==> src/rtl/gpio_7seg_scan.sv <==
// gpio_7seg_scan: latched hex word driven as static 7-seg digits and as a multiplexed scan, with blanking and blink
module gpio_7seg_scan #(
  parameter int N_DIGITS    = 3,
  parameter int SCAN_DIV    = 1000,
  parameter int BLINK_DIV   = 2**22,
  parameter bit SEG_ACT_LOW = 1'b0,
  parameter bit AN_ACT_LOW  = 1'b1
) (
  input  logic                  CLK,
  input  logic                  RST_n,
  input  logic                  ena,
  input  logic [4*N_DIGITS-1:0] din,
  input  logic [1:0]            mode,
  output logic [7*N_DIGITS-1:0] DOUT,
  output logic [6:0]            SEG,
  output logic [N_DIGITS-1:0]   AN,
  output logic                  loaded
);
  localparam int SW = $clog2(SCAN_DIV);
  localparam int BW = $clog2(BLINK_DIV);
  localparam int IW = N_DIGITS > 1 ? $clog2(N_DIGITS) : 1;
  localparam logic [6:0] LUT [16] = '{7'h3F, 7'h06, 7'h5B, 7'h4F, 7'h66, 7'h6D, 7'h7D, 7'h07,
                                      7'h7F, 7'h6F, 7'h77, 7'h7C, 7'h39, 7'h5E, 7'h79, 7'h71};
  logic [4*N_DIGITS-1:0] data_q;
  logic [1:0]            mode_q;
  logic                  loaded_q, phase, on, nz, scan_wrap, blink_wrap;
  logic [SW-1:0]         scan_cnt;
  logic [BW-1:0]         blink_cnt;
  logic [IW-1:0]         idx, idx_nxt;
  logic [N_DIGITS-1:0]   shown, an_nxt;
  logic [7*N_DIGITS-1:0] dout_nxt;
  logic [3:0]            sel_digit;
  logic [6:0]            seg_nxt;
  // Leading-zero blanking walks from the MSD down; digit 0 always forces "non-zero seen"
  always_comb begin
    on = loaded_q & ~(mode_q[1] & phase);
    nz = 1'b0;
    shown = '0;
    dout_nxt = '0;
    for (int k = N_DIGITS - 1; k >= 0; k--) begin
      nz = nz | (data_q[4*k +: 4] != 4'h0) | (k == 0);
      shown[k] = on & (nz | ~mode_q[0]);
      dout_nxt[7*k +: 7] = {7{SEG_ACT_LOW}} ^ (shown[k] ? LUT[data_q[4*k +: 4]] : 7'h00);
    end
  end
  assign scan_wrap  = scan_cnt == SW'(SCAN_DIV - 1);
  assign blink_wrap = blink_cnt == BW'(BLINK_DIV - 1);
  assign idx_nxt    = !scan_wrap ? idx : (idx == IW'(N_DIGITS - 1)) ? '0 : idx + 1'b1;
  // SEG/AN are registered from the next index so AN moves on the same edge as the wrap
  assign sel_digit  = 4'(data_q >> {idx_nxt, 2'b00});
  assign seg_nxt    = {7{SEG_ACT_LOW}} ^ (1'(shown >> idx_nxt) ? LUT[sel_digit] : 7'h00);
  assign an_nxt     = {N_DIGITS{AN_ACT_LOW}} ^ (on ? N_DIGITS'(1) << idx_nxt : '0);
  assign loaded     = loaded_q;
  always_ff @(posedge CLK) begin
    if (!RST_n) begin
      data_q    <= '0;
      mode_q    <= 2'b00;
      loaded_q  <= 1'b0;
      scan_cnt  <= '0;
      idx       <= '0;
      blink_cnt <= '0;
      phase     <= 1'b0;
      DOUT      <= {7*N_DIGITS{SEG_ACT_LOW}};
      SEG       <= {7{SEG_ACT_LOW}};
      AN        <= {N_DIGITS{AN_ACT_LOW}};
    end else begin
      if (ena) begin
        data_q   <= din;
        mode_q   <= mode;
        loaded_q <= 1'b1;
      end
      scan_cnt  <= scan_wrap ? '0 : scan_cnt + 1'b1;
      idx       <= idx_nxt;
      blink_cnt <= blink_wrap ? '0 : blink_cnt + 1'b1;
      phase     <= phase ^ blink_wrap;
      DOUT      <= dout_nxt;
      SEG       <= seg_nxt;
      AN        <= an_nxt;
    end
  end
endmodule

==> config.mk <==
export PLATFORM = sky130hd
export DESIGN_NAME = gpio_7seg_scan
export DESIGN_NICKNAME = d
export VERILOG_FILES = /design/src/rtl/gpio_7seg_scan.sv
export SDC_FILE = /design/constraint.sdc
export NUM_CORES = 1
export LEC_CHECK = 0
export CAP_MARGIN = 15
export CORE_UTILIZATION = 40
export DETAILED_ROUTE_END_ITERATION = 6
export HOLD_SLACK_MARGIN = 0.02
export PLACE_DENSITY_LB_ADDON = 0.15
export SLEW_MARGIN = 20
export SYNTH_ARGS = -nofsm -noshare
export SYNTH_HDL_FRONTEND = slang
export SYNTH_SLANG_ARGS = --single-unit
==> constraint.sdc <==
create_clock -name CLK -period 3.45 [get_ports CLK]
set_input_delay 0.69 -clock CLK [delete_from_list [all_inputs] [get_ports CLK]]
set_output_delay 0.69 -clock CLK [all_outputs]
set_load 0.1 [all_outputs]
==> results.txt <==
predominant post-synthesis flop cell: dfxtp_1
initial core utilization: 41.2%
placed wire-length estimate: 5800 microns
vias per std cell: 4.96
final hold viol count: 0
Root Buffer Master: clkbuf_8
sequential area share after synthesis: 40.4%
Worst VDD drop: 0.302 mV
Cell Rows: 36
Layout Skew: 0.00933 ns
Slew @ Worst Pin: 0.985 ns
layout cells sized above 1: 6.97%
post-synth top area cell: dfxtp_1
Avg Inst Size Synth: 9.14 sq um
Port-buffer cells: 48
H-tree Lvls: 3
Die W: 102 microns
final-layout fill cell count: 938
Tightest Hold Check Type: reg2reg
Switch Pwr: 623 uW
total gr overflow: 0
total power: 2160 uW
routed len/inst: 12.8 microns
crit-path max cell delay: 0.38 ns
final worst-path cycle share: 78.7%
CP dominant cell by count: ha_1
Antenna diodes: 0
vias in the first global route: 2,939
total core area: 9730 sq um
Syn Inst Count: 439
Pre-antenna DRT Iters: 4
Multi-input gate area: 2240 sq um
clock transition at the registers of the reported paths: 0.08 ns
setup violators final: 0
Max FO, Critical Path: 7
clk buf depth: 2
CP startpoint kind: register
Post-Syn Area: 4010 sq um
via count: 3,083
most frequent cells in the layout: 81 x dfxtp_1, 52 x nor2_1, 47 x clkdlybuf4s50_1, 42 x nand2_1, 28 x ha_1
pins over their slew limit: 0
Initial DRC Count: 145
Max-Cap Viols: 0
die height: 102 microns
crit end category: register
min Tclk post-route: 2.72 ns
CTS tree: built
hold buffers post-CTS: 0
CP Cell Sequence: ha_1, and3b_4, nand3_4, mux2_4, a222oi_1, buf_4, inv_1, ha_1, nand2_1, o21ai_0, a221oi_1
# IOs: 49
ys async rst share: 0%
RD Place Congestion: 0.790
switching share of power: 28.9%
CTS Buf Count: 9
TNS Setup: 0 ns
number of routed nets with antenna violations: 0
RSZ-0062 raised after global routing: no
GRT Resource Usage Total: 16.7%
top post-synthesis cells by area: dfxtp_1 40%, ha_1 8.7%, mux2i_1 6.7%
worst path bufs/invs: 2
Layout area overhead: 20.0%
top-area cell type share of the netlist area: 40.4%
cell-internal power: 1540 uW
Yosys warning total: 0
critical path's slowest cell: dfxtp_1
Worst Path Class, Setup: reg2reg
#FFs+latches synth: 81
status: finished clean
residual DRC count: 0
Comb power frac: 17.1%
setup bufs post-CTS: 0
Worst EP arrival: 2.97 ns
Leak Pwr: 0.00189 uW
Yosys cell types: 60
CP top delay family: compound AO/OA/AOI/OAI gates
die area: 10,400 sq um
largest net degree at the start of global routing: 19
Post-synth EDFFs: 0
relative slew slack: 34.2%
nets: 528
Peak Freq: 0.368 GHz
clock sinks: 81
PwrDens: 448 nW/um^2
worst skew pair latency: 0.35 ns
post-cts sizing count: 0
antenna violations before repair: 0
clock power share: 36.2%
Routed Wire Length: 7930 microns
commonest non-fill, non-tap cell in the layout: dfxtp_1
sequential share of power: 46.8%
Synthesized Nets: 484
Register Area: 1620 sq um
Worst Path Required: 3.71 ns
first-pass GRT wire length: 13,600 microns
[kinds of logic (layout without fill, tap and decap cells)]
| logic type | count (synthesis) | count (layout) | share of synthesized area, % |
|---|---|---|---|
| and+or+nand+nor | 179 | 179 | 22.3 |
| AOI/OAI and AO/OA | 59 | 59 | 10.4 |
| xor gates and xnor gates | 29 | 29 | 6.33 |
| DFF | 81 | 81 | 40.4 |
| buffers and inverters | 32 | 81 | 3.68 |
| adders and majority gates | 29 | 29 | 8.98 |
| muxes | 30 | 30 | 7.95 |
[cell usage after synthesis (2+ instances only)]
master / instances
nand2b_1: 3
a21oi_1: 10
and3_1: 7
clkbuf_1: 13
and2_1: 7
dfxtp_1: 81
nand3b_1: 2
o32ai_1: 2
mux2i_1: 27
a311oi_1: 3
or2_2: 3
ha_1: 28
inv_1: 13
buf_6: 3
nand3_1: 20
nor2b_1: 20
xnor2_1: 14
a21boi_0: 3
nor2_1: 52
o21ai_0: 9
a222oi_1: 2
a31oi_1: 5
nand4_1: 2
xor2_1: 15
o21a_1: 2
a221oi_1: 4
o31ai_1: 2
o211ai_1: 2
nand2_1: 42
nor3_1: 8
a211oi_1: 6
[sequential cells by signal, indices dropped and copies added (netlist names)]
register	cells
data_q	12
idx	2
phase	1
blink_cnt	22
mode_q	2
AN	3
loaded	1
scan_cnt	10
DOUT	21
SEG	7
[worst reg2reg max path, stage by stage, from the launching register on]
cell,delay (ns)
dfxtp_1,0.38
ha_1,0.24
and3b_4,0.24
nand3_4,0.11
mux2_4,0.33
a222oi_1,0.35
buf_4,0.22
inv_1,0.08
ha_1,0.21
nand2_1,0.09
o21ai_0,0.09
a221oi_1,0.29
[per-stage QoR]
step	util, %	instances	setup WS (ns)	area, sq um	hold WS [ns]
detailed placement	47.2	605	0.740	4590	0.448
global route	49.5	621	0.533	4820	0.499
finish	49.5	621	0.734	4820	0.463
floorplan	-	439	0.570	4010	0.426
CTS	49.5	621	0.729	4820	0.467
global placement	47.2	605	0.840	4590	0.436
[layout make-up]
class / instances / area share, %
timing repair buffer: 52 / 10.5
tap: 133 / 3.45
clock buffer: 11 / 3.14
inverter: 13 / 1.01
clock inverter: 5 / 1.61
multi-input combinational: 326 / 46.6
sequential: 81 / 33.7
[routing by layer]
metal  up-vias  GRT usage [%]  part of all wire (%)
li1       1592              -                     -
met1      1439           20.3                    48
met2        46           28.9                    48
met3         6           4.65                   3.7
met4         0           4.73                  0.88
met5         -              0                     0
[worst paths after layout]
| check | depth (start not counted) | from | slack [ns] | endpoint |
|---|---|---|---|---|
| setup / recovery | 11 | scan_cnt[0] | 0.73 | SEG[6] |
| hold / removal | 1 | blink_cnt[0] | 0.46 | blink_cnt[0] |
| setup reg to reg | 11 | scan_cnt[0] | 0.73 | SEG[6] |
| hold reg to reg | 1 | blink_cnt[0] | 0.46 | blink_cnt[0] |
[power groups by stage]
stage / combinational (uW) / clock (uW) / sequential (uW)
2_1_floorplan: 141 / 0 / 1160
3_3_place_gp: 366 / 0 / 1030
3_5_place_dp: 369 / 0 / 1030
4_1_cts: 370 / 807 / 1010
5_1_grt: 395 / 843 / 1020
6_report: 368 / 780 / 1010
Note: power is estimated with default switching activity, not from simulation.
